File: src/rtl/mem_access_sequencer_if.sv
// Request, memory-bus and completion signals of the memory access sequencer.
// slave = sequencer side, master = requester/memory side.
interface mem_access_sequencer_if;
    logic        req_valid;
    logic        req_ready;
    logic [5:0]  opcode;
    logic [31:0] addr;
    logic [31:0] rt_data;
    logic        mem_rd_en;
    logic        mem_wr_en;
    logic [31:0] mem_addr;
    logic [31:0] mem_wdata;
    logic [31:0] mem_rdata;
    logic        mem_ack;
    logic        done;
    logic [31:0] load_data;
    logic        err;

    modport slave (
        input  req_valid, opcode, addr, rt_data, mem_rdata, mem_ack,
        output req_ready, mem_rd_en, mem_wr_en, mem_addr, mem_wdata, done, load_data, err
    );

    modport master (
        output req_valid, opcode, addr, rt_data, mem_rdata, mem_ack,
        input  req_ready, mem_rd_en, mem_wr_en, mem_addr, mem_wdata, done, load_data, err
    );
endinterface

File: src/rtl/mem_access_sequencer.sv
// Sub-word load/store sequencer: read-merge-write over a word-wide memory bus.
// One access in flight; new requests accepted only in IDLE; bus phases abort after ACK_TIMEOUT cycles.
module mem_access_sequencer #(
    parameter int ACK_TIMEOUT = 15
) (
    input  logic                  i_clk,
    input  logic                  i_rst,
    mem_access_sequencer_if.slave bus
);
    localparam int CNT_W = $clog2(ACK_TIMEOUT + 1);

    localparam logic [5:0] OP_LW = 6'b100011;
    localparam logic [5:0] OP_SW = 6'b101011;
    localparam logic [5:0] OP_LH = 6'b100001;
    localparam logic [5:0] OP_SH = 6'b101001;
    localparam logic [5:0] OP_LB = 6'b100000;
    localparam logic [5:0] OP_SB = 6'b101000;

    typedef enum logic [2:0] {
        S_IDLE, S_READ, S_MERGE, S_WRITE, S_FINISH
    } state_t;

    state_t            r_state;
    state_t            w_next;
    logic [5:0]        r_opcode;
    logic [1:0]        r_lane;
    logic [31:0]       r_rt;
    logic [31:0]       r_rdata;
    logic [31:0]       r_wdata;
    logic [31:0]       r_mem_addr;
    logic [31:0]       r_load;
    logic              r_err;
    logic [CNT_W-1:0]  r_cnt;

    logic              w_accept;
    logic              w_in_legal;
    logic              w_in_sw;
    logic              w_timeout;
    logic              w_set_err;
    logic              w_is_store;
    logic [31:0]       w_load_merge;
    logic [31:0]       w_store_merge;

    assign w_accept   = bus.req_valid && (r_state == S_IDLE);
    assign w_in_sw    = (bus.opcode == OP_SW);
    assign w_timeout  = (r_cnt == CNT_W'(ACK_TIMEOUT - 1));
    // Every supported store opcode has bit 3 set and every load has it clear.
    assign w_is_store = r_opcode[3];

    always_comb begin
        w_in_legal = 1'b0;
        case (bus.opcode)
            OP_LW, OP_SW: w_in_legal = (bus.addr[1:0] == 2'b00);
            OP_LH, OP_SH: w_in_legal = ~bus.addr[0];
            OP_LB, OP_SB: w_in_legal = 1'b1;
            default:      w_in_legal = 1'b0;
        endcase
    end

    always_comb begin
        w_load_merge  = r_rt;
        w_store_merge = r_rdata;
        case (r_opcode)
            OP_LW: w_load_merge = r_rdata;
            OP_LH: begin
                if (r_lane[1]) w_load_merge[31:16] = r_rdata[15:0];
                else           w_load_merge[15:0]  = r_rdata[15:0];
            end
            OP_LB: w_load_merge[{r_lane, 3'b000} +: 8] = r_rdata[7:0];
            OP_SH: begin
                if (r_lane[1]) w_store_merge[31:16] = r_rt[15:0];
                else           w_store_merge[15:0]  = r_rt[15:0];
            end
            OP_SB: w_store_merge[{r_lane, 3'b000} +: 8] = r_rt[7:0];
            default: ;
        endcase
    end

    always_comb begin
        w_next    = r_state;
        w_set_err = 1'b0;
        case (r_state)
            S_IDLE: begin
                if (w_accept) begin
                    if (!w_in_legal) begin
                        w_next    = S_FINISH;
                        w_set_err = 1'b1;
                    end else if (w_in_sw) begin
                        w_next = S_WRITE;
                    end else begin
                        w_next = S_READ;
                    end
                end
            end
            S_READ: begin
                if (bus.mem_ack) begin
                    w_next = S_MERGE;
                end else if (w_timeout) begin
                    w_next    = S_FINISH;
                    w_set_err = 1'b1;
                end
            end
            S_MERGE:  w_next = w_is_store ? S_WRITE : S_FINISH;
            S_WRITE: begin
                if (bus.mem_ack) begin
                    w_next = S_FINISH;
                end else if (w_timeout) begin
                    w_next    = S_FINISH;
                    w_set_err = 1'b1;
                end
            end
            S_FINISH: w_next = S_IDLE;
            default:  w_next = S_IDLE;
        endcase
    end

    always_ff @(posedge i_clk or posedge i_rst) begin
        if (i_rst) r_state <= S_IDLE;
        else       r_state <= w_next;
    end

    always_ff @(posedge i_clk or posedge i_rst) begin
        if (i_rst) begin
            r_opcode   <= '0;
            r_lane     <= '0;
            r_rt       <= '0;
            r_rdata    <= '0;
            r_wdata    <= '0;
            r_mem_addr <= '0;
            r_load     <= '0;
            r_err      <= 1'b0;
            r_cnt      <= '0;
        end else begin
            // Counter runs only inside a bus phase, so it is zero on every entry to READ/WRITE.
            r_cnt <= (r_state == S_READ || r_state == S_WRITE) ? r_cnt + CNT_W'(1) : '0;
            if (w_accept) begin
                r_opcode   <= bus.opcode;
                r_lane     <= bus.addr[1:0];
                r_rt       <= bus.rt_data;
                r_mem_addr <= {bus.addr[31:2], 2'b00};
                r_err      <= w_set_err;
                r_load     <= '0;
                if (w_in_sw) r_wdata <= bus.rt_data;
            end else if (w_set_err) begin
                r_err <= 1'b1;
            end
            if (r_state == S_READ && bus.mem_ack) r_rdata <= bus.mem_rdata;
            if (r_state == S_MERGE) begin
                if (w_is_store) r_wdata <= w_store_merge;
                else            r_load  <= w_load_merge;
            end
        end
    end

    assign bus.req_ready = (r_state == S_IDLE);
    assign bus.mem_rd_en = (r_state == S_READ);
    assign bus.mem_wr_en = (r_state == S_WRITE);
    assign bus.mem_addr  = r_mem_addr;
    assign bus.mem_wdata = r_wdata;
    assign bus.done      = (r_state == S_FINISH);
    assign bus.err       = (r_state == S_FINISH) && r_err;
    assign bus.load_data = (r_state == S_FINISH) ? r_load : 32'h0;
endmodule

File: src/flat_wrapper.sv
// flat-port wrapper written by rule: the top's interface ports become plain ports
module mem_access_sequencer_flat 
#(
    parameter int ACK_TIMEOUT = 15
)
  (i_clk, i_rst, bus_req_valid, bus_opcode, bus_addr, bus_rt_data, bus_mem_rdata, bus_mem_ack, bus_req_ready, bus_mem_rd_en, bus_mem_wr_en, bus_mem_addr, bus_mem_wdata, bus_done, bus_load_data, bus_err);
  mem_access_sequencer_if bus_i ();
  input  logic i_clk;
  input  logic i_rst;
  input wire logic [$bits(bus_i.req_valid)-1:0] bus_req_valid;
  input wire logic [$bits(bus_i.opcode)-1:0] bus_opcode;
  input wire logic [$bits(bus_i.addr)-1:0] bus_addr;
  input wire logic [$bits(bus_i.rt_data)-1:0] bus_rt_data;
  input wire logic [$bits(bus_i.mem_rdata)-1:0] bus_mem_rdata;
  input wire logic [$bits(bus_i.mem_ack)-1:0] bus_mem_ack;
  output wire logic [$bits(bus_i.req_ready)-1:0] bus_req_ready;
  output wire logic [$bits(bus_i.mem_rd_en)-1:0] bus_mem_rd_en;
  output wire logic [$bits(bus_i.mem_wr_en)-1:0] bus_mem_wr_en;
  output wire logic [$bits(bus_i.mem_addr)-1:0] bus_mem_addr;
  output wire logic [$bits(bus_i.mem_wdata)-1:0] bus_mem_wdata;
  output wire logic [$bits(bus_i.done)-1:0] bus_done;
  output wire logic [$bits(bus_i.load_data)-1:0] bus_load_data;
  output wire logic [$bits(bus_i.err)-1:0] bus_err;
  assign bus_i.req_valid = bus_req_valid;
  assign bus_i.opcode = bus_opcode;
  assign bus_i.addr = bus_addr;
  assign bus_i.rt_data = bus_rt_data;
  assign bus_i.mem_rdata = bus_mem_rdata;
  assign bus_i.mem_ack = bus_mem_ack;
  assign bus_req_ready = bus_i.req_ready;
  assign bus_mem_rd_en = bus_i.mem_rd_en;
  assign bus_mem_wr_en = bus_i.mem_wr_en;
  assign bus_mem_addr = bus_i.mem_addr;
  assign bus_mem_wdata = bus_i.mem_wdata;
  assign bus_done = bus_i.done;
  assign bus_load_data = bus_i.load_data;
  assign bus_err = bus_i.err;
  mem_access_sequencer #(.ACK_TIMEOUT(ACK_TIMEOUT)) u_core (.i_clk(i_clk), .i_rst(i_rst), .bus(bus_i));
endmodule
File: config.mk
export PLATFORM = sky130hd
export DESIGN_NAME = mem_access_sequencer_flat
export DESIGN_NICKNAME = d
export VERILOG_FILES = /design/src/rtl/mem_access_sequencer_if.sv /design/src/rtl/mem_access_sequencer.sv /design/src/flat_wrapper.sv
export SDC_FILE = /design/constraint.sdc
export NUM_CORES = 1
export LEC_CHECK = 0
export ABC_AREA = 0
export ABC_CLOCK_PERIOD_IN_PS = 13400
export CAP_MARGIN = 20
export CORE_MARGIN = 5
export CORE_UTILIZATION = 55
export DETAILED_ROUTE_END_ITERATION = 7
export PLACE_DENSITY_LB_ADDON = 0.12
export SLEW_MARGIN = 30
export SYNTH_ARGS = -nofsm -noshare
export SYNTH_HDL_FRONTEND = slang
export SYNTH_SLANG_ARGS = --single-unit
export TNS_END_PERCENT = 100
File: constraint.sdc
create_clock -name i_clk -period 13.4 [get_ports i_clk]
set_clock_uncertainty 0.2 [all_clocks]
set_input_delay 2.01 -clock i_clk [delete_from_list [all_inputs] [get_ports i_clk]]
set_output_delay 2.01 -clock i_clk [all_outputs]
set_load 0.01 [all_outputs]
==> results of run 1 <==
worst min-delay path, cell delays in order (launching register included):
cell     delay [ns]
dfrtp_1        0.33
nand2_1        0.05
o21ai_0        0.06
power groups by stage:
stage               Combinational, uW  Sequential, uW  Clock [uW]
global placement                  476             756           0
global route                      541             764         525
detailed placement                487             755           0
CTS                               492             747         501
floorplan                         302             705           0
finish                            494             756         497
cell families (layout without fill, tap and decap cells):
kind of cell | Yosys count | in the layout | share of synthesized area
buffers and inverters | 120 | 278 | 0.0529
adder cells (fa/ha/maj) | 7 | 7 | 0.00925
flip-flops | 174 | 174 | 0.460
other | 1 | 2 | 0.000396
AO/OA/AOI/OAI | 293 | 293 | 0.204
multiplexers | 69 | 69 | 0.0765
XOR/XNOR | 2 | 2 | 0.00185
AND/OR/NAND/NOR | 389 | 389 | 0.196
worst max path at each step:
stage | from | endpoint | cells past startpoint
6_report | u_core.r_state[1] | bus_req_ready | 2
2_1_floorplan | i_rst | u_core.bus.mem_addr[10] | 1
4_1_cts | u_core.r_state[1] | bus_req_ready | 2
3_5_place_dp | bus_opcode[5] | u_core.bus.mem_wdata[16] | 5
3_3_place_gp | bus_opcode[5] | u_core.bus.mem_wdata[16] | 5
5_1_grt | u_core.r_state[1] | bus_req_ready | 2
routing by layer:
| metal | GRT usage | vias up | share of wire |
|---|---|---|---|
| met3 | 0.0872 | 62 | 0.11 |
| met1 | 0.419 | 4201 | 0.41 |
| met2 | 0.435 | 505 | 0.45 |
| met5 | 0 | - | 0 |
| li1 | - | 4032 | - |
| met4 | 0.109 | 0 | 0.030 |
flip-flops by register name (all words and copies together) (netlist names):
name	cells
u_core.r_err	1
u_core.bus.mem_addr	30
u_core.bus.mem_wdata	32
u_core.r_rdata	32
u_core.r_load	32
u_core.r_rt	32
u_core.r_cnt	4
u_core.r_state	3
u_core.r_lane	2
u_core.r_opcode	6
stage by stage:
step / util / std cells / hold slack (ns) / setup WS, ns / cell area (um2)
2_1_floorplan: - / 1056 / 0.242 / 6.47 / 9470
6_report: 0.709 / 1439 / 0.272 / 8.84 / 12100
4_1_cts: 0.709 / 1439 / 0.277 / 8.85 / 12100
3_5_place_dp: 0.675 / 1409 / 0.261 / 8.86 / 11600
3_3_place_gp: 0.675 / 1409 / 0.256 / 8.61 / 11500
5_1_grt: 0.709 / 1439 / 0.292 / 8.78 / 12100
cell usage in the layout, fill, tap and decap left out, types with 7 or more instances in the layout:
master / n
o32ai_1: 8
nand4b_1: 7
o21ai_0: 83
o221ai_1: 12
clkdlybuf4s50_1: 204
nor2b_1: 18
a21o_1: 9
clkbuf_16: 17
ha_1: 7
nor2_1: 25
a221oi_1: 10
buf_4: 12
nand2_1: 241
inv_1: 29
a32oi_1: 8
dfrtp_1: 172
nand2b_1: 16
nand3_1: 18
a41oi_1: 7
a31oi_1: 14
o211ai_1: 12
mux2_2: 22
o21ai_1: 7
and2_1: 33
mux2i_1: 42
a22oi_1: 32
a2111o_1: 10
a21oi_1: 59
layout make-up:
cell class              instances  area [um2]
clock inverters                10         114
flip-flops and latches        174        4360
well taps                     225         282
clock buffers                  20         467
multi-input cells             762        4660
fillers                      1397        4970
repair buffers                217        2140
inverters                      31         124
==> run_summary.xml, run 1 <==
<?xml version="1.0" encoding="UTF-8"?>
<metrics>
  <group name="floorplan">
    <metric name="floorplan.initialDensity" unit="">0.553</metric>
    <metric name="rows" unit="">48</metric>
    <metric name="die-height" unit="um">141</metric>
    <metric name="boundaryPins" unit="">207</metric>
    <metric name="coreArea" unit="mm2">0.0171</metric>
    <metric name="dieArea" unit="mm2">0.0199</metric>
    <metric name="width_of_the_chip" unit="um">141</metric>
  </group>
  <group name="clock_network">
    <metric name="numCtsBuffers" unit="">17</metric>
    <metric name="clk_pin_slew" unit="ns">0.06</metric>
    <metric name="numClockSinks" unit="">174</metric>
    <metric name="cts_max_path_buffers" unit="">2</metric>
    <metric name="postCtsSetupRepairBufs" unit="">0</metric>
    <metric name="worst_skew_pair.late_latency" unit="ns">0.43</metric>
    <metric name="cts-hold-fix-buffers" unit="">0</metric>
    <metric name="depth_of_the_cts_h_tree" unit="">4</metric>
    <metric name="cts_root_buffer" unit="">clkbuf_16</metric>
    <metric name="cts.repair.resized" unit="">0</metric>
    <metric name="tritoncts" unit="">done</metric>
  </group>
  <group name="cells_and_area">
    <metric name="finalNetCount" unit="">1316</metric>
    <metric name="antennaDiodeCount" unit="">0</metric>
    <metric name="area_growth_syn_to_layout" unit="%">28.3</metric>
    <metric name="drive_above_1_share" unit="">0.0692</metric>
  </group>
  <group name="yosys">
    <metric name="synth_cells" unit="">1055</metric>
    <metric name="ys_seq_elements" unit="">174</metric>
    <metric name="synth.area.top_cells" unit="">dfrtp_1, nand2_1, mux2i_1, o21ai_0, a21oi_1</metric>
    <metric name="most_numerous_cell_types_in_the_synthesized_netlist" unit="">nand2_1, dfrtp_1, o21ai_0, clkbuf_1, a21oi_1</metric>
    <metric name="synth_edf_count" unit="">0</metric>
    <metric name="synth_area_leader_cell" unit="">dfrtp_1</metric>
    <metric name="synth.top_cell.area_share" unit="">0.460</metric>
    <metric name="ys.warnings.count" unit="">0</metric>
    <metric name="yosysUniqueCellTypes" unit="">58</metric>
    <metric name="top_ff_cell_synth" unit="">dfrtp_1</metric>
    <metric name="netlist_area" unit="mm2">0.00947</metric>
    <metric name="synth-async-reset-ratio" unit="">1.00</metric>
    <metric name="synth_seq_area_share" unit="">0.460</metric>
    <metric name="post-synth-top-count-cell" unit="">nand2_1</metric>
    <metric name="synth.avg_cell_area" unit="um2">8.97</metric>
  </group>
  <group name="global_routing">
    <metric name="gr-usage-all-layers" unit="">0.297</metric>
    <metric name="overflow" unit="">0</metric>
    <metric name="pin_count_of_the_biggest_net_entering_global_routing" unit="">102</metric>
    <metric name="grt_pass1_wl" unit="um">46800</metric>
    <metric name="grt_antenna_before_repair" unit="">0</metric>
    <metric name="first_global_vias" unit="">8366</metric>
  </group>
  <group name="drt">
    <metric name="drt-vias-per-instance" unit="">6.12</metric>
    <metric name="detail-route-antenna-nets" unit="">0</metric>
    <metric name="drt_pass1_iterations" unit="">5</metric>
    <metric name="totalWireLength" unit="um">29400</metric>
    <metric name="wl_per_cell" unit="um">20.5</metric>
    <metric name="detail_route.iter0.violations" unit="">1187</metric>
    <metric name="route.vias.total" unit="">8800</metric>
    <metric name="number_of_drc_violations_after_detailed_routing" unit="">0</metric>
  </group>
  <group name="critical_path">
    <metric name="setup_crit_end_kind" unit="">output port</metric>
    <metric name="critical_path_class" unit="">reg2out</metric>
    <metric name="worst-r2r-cell-count" unit="">6</metric>
    <metric name="timing.reg2reg.setup_slack" unit="ns">10.25</metric>
    <metric name="timing.critical_path.required" unit="ns">11.19</metric>
    <metric name="worst_path_arrival" unit="ns">2.35</metric>
    <metric name="critical_path.n_buffers_inverters" unit="">1</metric>
    <metric name="worstReg2RegEnd" unit="">u_core.bus.mem_wdata[0]</metric>
    <metric name="crit_path_cell_trace" unit="">nor3_1, clkdlybuf4s50_1</metric>
    <metric name="timing.critical_path.max_delay_family" unit="">simple AND/OR/NAND/NOR gates</metric>
    <metric name="crit_path_top_delay_cell" unit="">nor3_1</metric>
    <metric name="regToRegStartpoint" unit="">u_core.r_lane[0]</metric>
    <metric name="cpPeakStageDelay" unit="ns">0.69</metric>
    <metric name="crit_fanout" unit="">12</metric>
    <metric name="start_kind" unit="">register</metric>
  </group>
  <group name="power_and_ir_drop">
    <metric name="power_density" unit="mW/mm2">144</metric>
    <metric name="pwr-share-seq" unit="">0.433</metric>
    <metric name="power" unit="uW">1750</metric>
    <metric name="p_switching" unit="uW">610</metric>
    <metric name="power.share.clock" unit="">0.284</metric>
    <metric name="switching_share" unit="">0.349</metric>
    <metric name="irDropWorstVdd" unit="mV">0.101</metric>
    <metric name="power_frac_comb" unit="">0.283</metric>
    <metric name="static_power_due_to_leakage" unit="uW">0.00508</metric>
    <metric name="cell_internal_power" unit="uW">1140</metric>
  </group>
  <group name="sta">
    <metric name="timing_hold_violations_final" unit="">0</metric>
    <metric name="tightest_slew" unit="ns">0.928</metric>
    <metric name="rsz_0062_raised_after_global_routing" unit="">no</metric>
    <metric name="post-route-period-util" unit="">0.340</metric>
    <metric name="setup_viol" unit="">0</metric>
    <metric name="timing.slew.headroom" unit="">0.382</metric>
    <metric name="slew_viol_final" unit="">0</metric>
    <metric name="final.setup.tns" unit="ns">0</metric>
    <metric name="layout_min_cycle_time" unit="ns">4.56</metric>
    <metric name="fmax" unit="MHz">219</metric>
  </group>
  <group name="worst_hold_path">
    <metric name="timing.hold.worst_endpoint" unit="">u_core.r_load[22]</metric>
    <metric name="hp-start" unit="">u_core.r_load[22]</metric>
    <metric name="min_delay_path_depth" unit="">2</metric>
    <metric name="hp-class" unit="">reg2reg</metric>
  </group>
  <group name="place">
    <metric name="io_buffers" unit="">204</metric>
    <metric name="place_hpwl" unit="um">20500</metric>
    <metric name="routabilityCongestion" unit="">0.951</metric>
  </group>
  <group name="outcome">
    <metric name="result_of_the_run" unit="">finished clean</metric>
  </group>
  <group name="flow_run">
    <metric name="maxCapViolCount" unit="">0</metric>
  </group>
</metrics>
No activity file was read; power rests on OpenSTA's default activity.
==> inputs of run 2 (changes only) <==
--- a/config.mk
+++ b/config.mk
@@ -6,10 +6,10 @@
 export NUM_CORES = 1
 export LEC_CHECK = 0
 export ABC_AREA = 0
-export ABC_CLOCK_PERIOD_IN_PS = 13400
+export ABC_CLOCK_PERIOD_IN_PS = 3700
 export CAP_MARGIN = 20
 export CORE_MARGIN = 5
-export CORE_UTILIZATION = 55
+export CORE_UTILIZATION = 47
 export DETAILED_ROUTE_END_ITERATION = 7
 export PLACE_DENSITY_LB_ADDON = 0.12
 export SLEW_MARGIN = 30
==> constraint.sdc (replaced) <==
create_clock -name i_clk -period 3.7 [get_ports i_clk]
set_clock_uncertainty 0.2 [all_clocks]
set_input_delay 0.555 -clock i_clk [delete_from_list [all_inputs] [get_ports i_clk]]
set_output_delay 0.555 -clock i_clk [all_outputs]
set_load 0.01 [all_outputs]
==> run_summary.xml, run 2 (synthesis results as in run 1) <==
<?xml version="1.0" encoding="UTF-8"?>
<metrics>
  <group name="global_routing">
    <metric name="grt_use_met3" unit="">0.0862</metric>
    <metric name="grt_pass1_wl" unit="um">49200</metric>
    <metric name="first_global_vias" unit="">8514</metric>
    <metric name="groute.layer.met1.usage" unit="">0.374</metric>
    <metric name="global_route.usage.met2" unit="">0.388</metric>
    <metric name="gr-usage-all-layers" unit="">0.266</metric>
    <metric name="grt_most_used_layer" unit="">met2</metric>
    <metric name="pin_count_of_the_biggest_net_entering_global_routing" unit="">88</metric>
    <metric name="overflow" unit="">0</metric>
    <metric name="grt_antenna_before_repair" unit="">0</metric>
  </group>
  <group name="sta">
    <metric name="tightest_slew" unit="ns">0.976</metric>
    <metric name="timing_hold_violations_final" unit="">0</metric>
    <metric name="final_critical_path_setup_slack" unit="ns">0.599</metric>
    <metric name="final.hold.worst_slack" unit="ns">0.274</metric>
    <metric name="post-route-period-util" unit="">0.838</metric>
    <metric name="slew_viol_final" unit="">0</metric>
    <metric name="setup_viol" unit="">0</metric>
    <metric name="rsz_0062_raised_after_global_routing" unit="">no</metric>
    <metric name="timing.slew.headroom" unit="">0.349</metric>
    <metric name="final.setup.tns" unit="ns">0</metric>
    <metric name="layout_min_cycle_time" unit="ns">3.10</metric>
    <metric name="fmax" unit="MHz">322</metric>
  </group>
  <group name="clock_network">
    <metric name="clk_pin_slew" unit="ns">0.07</metric>
    <metric name="postCtsSetupRepairBufs" unit="">0</metric>
    <metric name="tritoncts" unit="">done</metric>
    <metric name="cts_root_buffer" unit="">clkbuf_16</metric>
    <metric name="numClockSinks" unit="">174</metric>
    <metric name="cts.repair.resized" unit="">0</metric>
    <metric name="numCtsBuffers" unit="">17</metric>
    <metric name="cts-hold-fix-buffers" unit="">0</metric>
    <metric name="depth_of_the_cts_h_tree" unit="">4</metric>
    <metric name="worst_skew_pair.late_latency" unit="ns">0.44</metric>
    <metric name="cts_max_path_buffers" unit="">2</metric>
  </group>
  <group name="place">
    <metric name="routabilityCongestion" unit="">0.940</metric>
    <metric name="dpl_worst_slack" unit="ns">0.686</metric>
    <metric name="dpl-instance-area" unit="mm2">0.0117</metric>
    <metric name="place_hpwl" unit="um">22600</metric>
    <metric name="io_buffers" unit="">204</metric>
  </group>
  <group name="drt">
    <metric name="drt-vias-per-instance" unit="">5.85</metric>
    <metric name="number_of_drc_violations_after_detailed_routing" unit="">1</metric>
    <metric name="totalWireLength" unit="um">31200</metric>
    <metric name="drt_pass1_iterations" unit="">8</metric>
    <metric name="detail-route-antenna-nets" unit="">0</metric>
    <metric name="detail_route.iter0.violations" unit="">1056</metric>
    <metric name="wl_per_cell" unit="um">20.8</metric>
    <metric name="route.vias.total" unit="">8753</metric>
  </group>
  <group name="critical_path">
    <metric name="timing.critical_path.from" unit="">u_core.r_lane[0]</metric>
    <metric name="cpMostUsedCell" unit="">a22oi_1</metric>
    <metric name="setup_crit_end_kind" unit="">register</metric>
    <metric name="worst-r2r-cell-count" unit="">6</metric>
    <metric name="critical_path_class" unit="">reg2reg</metric>
    <metric name="timing.critical_path.max_delay_family" unit="">simple AND/OR/NAND/NOR gates</metric>
    <metric name="regToRegStartpoint" unit="">u_core.r_lane[0]</metric>
    <metric name="capturing_element_of_the_worst_setup_path" unit="">u_core.bus.mem_wdata[27]</metric>
    <metric name="cpPeakStageDelay" unit="ns">0.60</metric>
    <metric name="start_kind" unit="">register</metric>
    <metric name="critical_path.n_buffers_inverters" unit="">1</metric>
    <metric name="timing.reg2reg.setup_slack" unit="ns">0.60</metric>
    <metric name="worst-path-stages" unit="">6</metric>
    <metric name="timing.critical_path.required" unit="ns">3.85</metric>
    <metric name="worst_path_arrival" unit="ns">3.25</metric>
    <metric name="crit_fanout" unit="">16</metric>
    <metric name="worstReg2RegEnd" unit="">u_core.bus.mem_wdata[27]</metric>
    <metric name="crit_path_top_delay_cell" unit="">dfrtp_1</metric>
    <metric name="crit_path_cell_trace" unit="">inv_1, ha_1, or3b_2, nor4_4, a22oi_1, a22oi_1</metric>
  </group>
  <group name="outcome">
    <metric name="failed_checks" unit="">DRC</metric>
    <metric name="result_of_the_run" unit="">finished, violations left</metric>
  </group>
  <group name="power_and_ir_drop">
    <metric name="irDropWorstVdd" unit="mV">0.358</metric>
    <metric name="pwr-share-seq" unit="">0.433</metric>
    <metric name="power.share.clock" unit="">0.294</metric>
    <metric name="power_density" unit="mW/mm2">526</metric>
    <metric name="power" unit="uW">6500</metric>
    <metric name="cell_internal_power" unit="uW">4120</metric>
    <metric name="switching_share" unit="">0.365</metric>
    <metric name="p_switching" unit="uW">2370</metric>
    <metric name="power_frac_comb" unit="">0.273</metric>
    <metric name="static_power_due_to_leakage" unit="uW">0.00516</metric>
  </group>
  <group name="floorplan">
    <metric name="dieArea" unit="mm2">0.0231</metric>
    <metric name="width_of_the_chip" unit="um">152</metric>
    <metric name="coreArea" unit="mm2">0.0200</metric>
    <metric name="boundaryPins" unit="">207</metric>
    <metric name="floorplan.initialDensity" unit="">0.472</metric>
    <metric name="rows" unit="">52</metric>
    <metric name="die-height" unit="um">152</metric>
  </group>
  <group name="cells_and_area">
    <metric name="drive_above_1_share" unit="">0.0791</metric>
    <metric name="finalNetCount" unit="">1327</metric>
    <metric name="area_growth_syn_to_layout" unit="%">30.3</metric>
    <metric name="layout_common_cells" unit="">nand2_1, clkdlybuf4s50_1, dfrtp_1</metric>
    <metric name="stdcell_area" unit="mm2">0.0123</metric>
    <metric name="final_common_cell" unit="">nand2_1</metric>
    <metric name="antennaDiodeCount" unit="">0</metric>
  </group>
  <group name="flow_run">
    <metric name="maxCapViolCount" unit="">0</metric>
  </group>
  <group name="worst_hold_path">
    <metric name="min_delay_path_depth" unit="">2</metric>
    <metric name="hp-class" unit="">reg2reg</metric>
  </group>
</metrics>
run 2: stage by stage:
| step | cells | util |
|---|---|---|
| 3_3_place_gp | 1465 | 0.585 |
| 3_5_place_dp | 1465 | 0.585 |
| 4_1_cts | 1497 | 0.616 |
| 2_1_floorplan | 1056 | - |
| 6_report | 1497 | 0.616 |
| 5_1_grt | 1497 | 0.616 |
run 2: worst min path at each step:
stage,from,end,slack (ns)
detailed placement,u_core.bus.mem_addr[18],u_core.bus.mem_addr[18],0.26
global route,u_core.bus.mem_addr[5],u_core.bus.mem_addr[5],0.31
CTS,u_core.bus.mem_addr[21],u_core.bus.mem_addr[21],0.28
finish,u_core.r_load[15],u_core.r_load[15],0.27
floorplan,u_core.r_load[10],u_core.r_load[10],0.24
global placement,u_core.bus.mem_addr[7],u_core.bus.mem_addr[7],0.26
run 2: layer usage:
| metal | vias up | wire [um] |
|---|---|---|
| met3 | 94 | 3340 |
| met5 | - | 0 |
| met4 | 0 | 1050 |
| li1 | 4042 | - |
| met1 | 4161 | 13300 |
| met2 | 456 | 13500 |
run 2: worst min-delay path: cells and delay by family (launching register included):
kind	cells	cell delay (ns)
AOI/OAI and AO/OA	1	0.06
DFF	1	0.34
and+or+nand+nor	1	0.05
run 2: final cells by class:
cell class                      instances  area, um2
Sequential cell                       174       4360
Clock buffer                           17        425
Fill cell                            1801       7700
Timing Repair Buffer                  228       2260
Tap cell                              270        338
Multi-Input combinational cell        762       4650
Clock inverter                         15        193
Inverter                               31        120
run 2: power by group through the flow:
stage                     registers (uW)  clock network (uW)  logic (uW)
final                               2810                1910        1770
after global routing                2840                2010        1960
after CTS                           2780                1920        1770
after detailed placement            2810                   0        1760
after global placement              2810                   0        1720
after floorplan                     2550                   0        1100
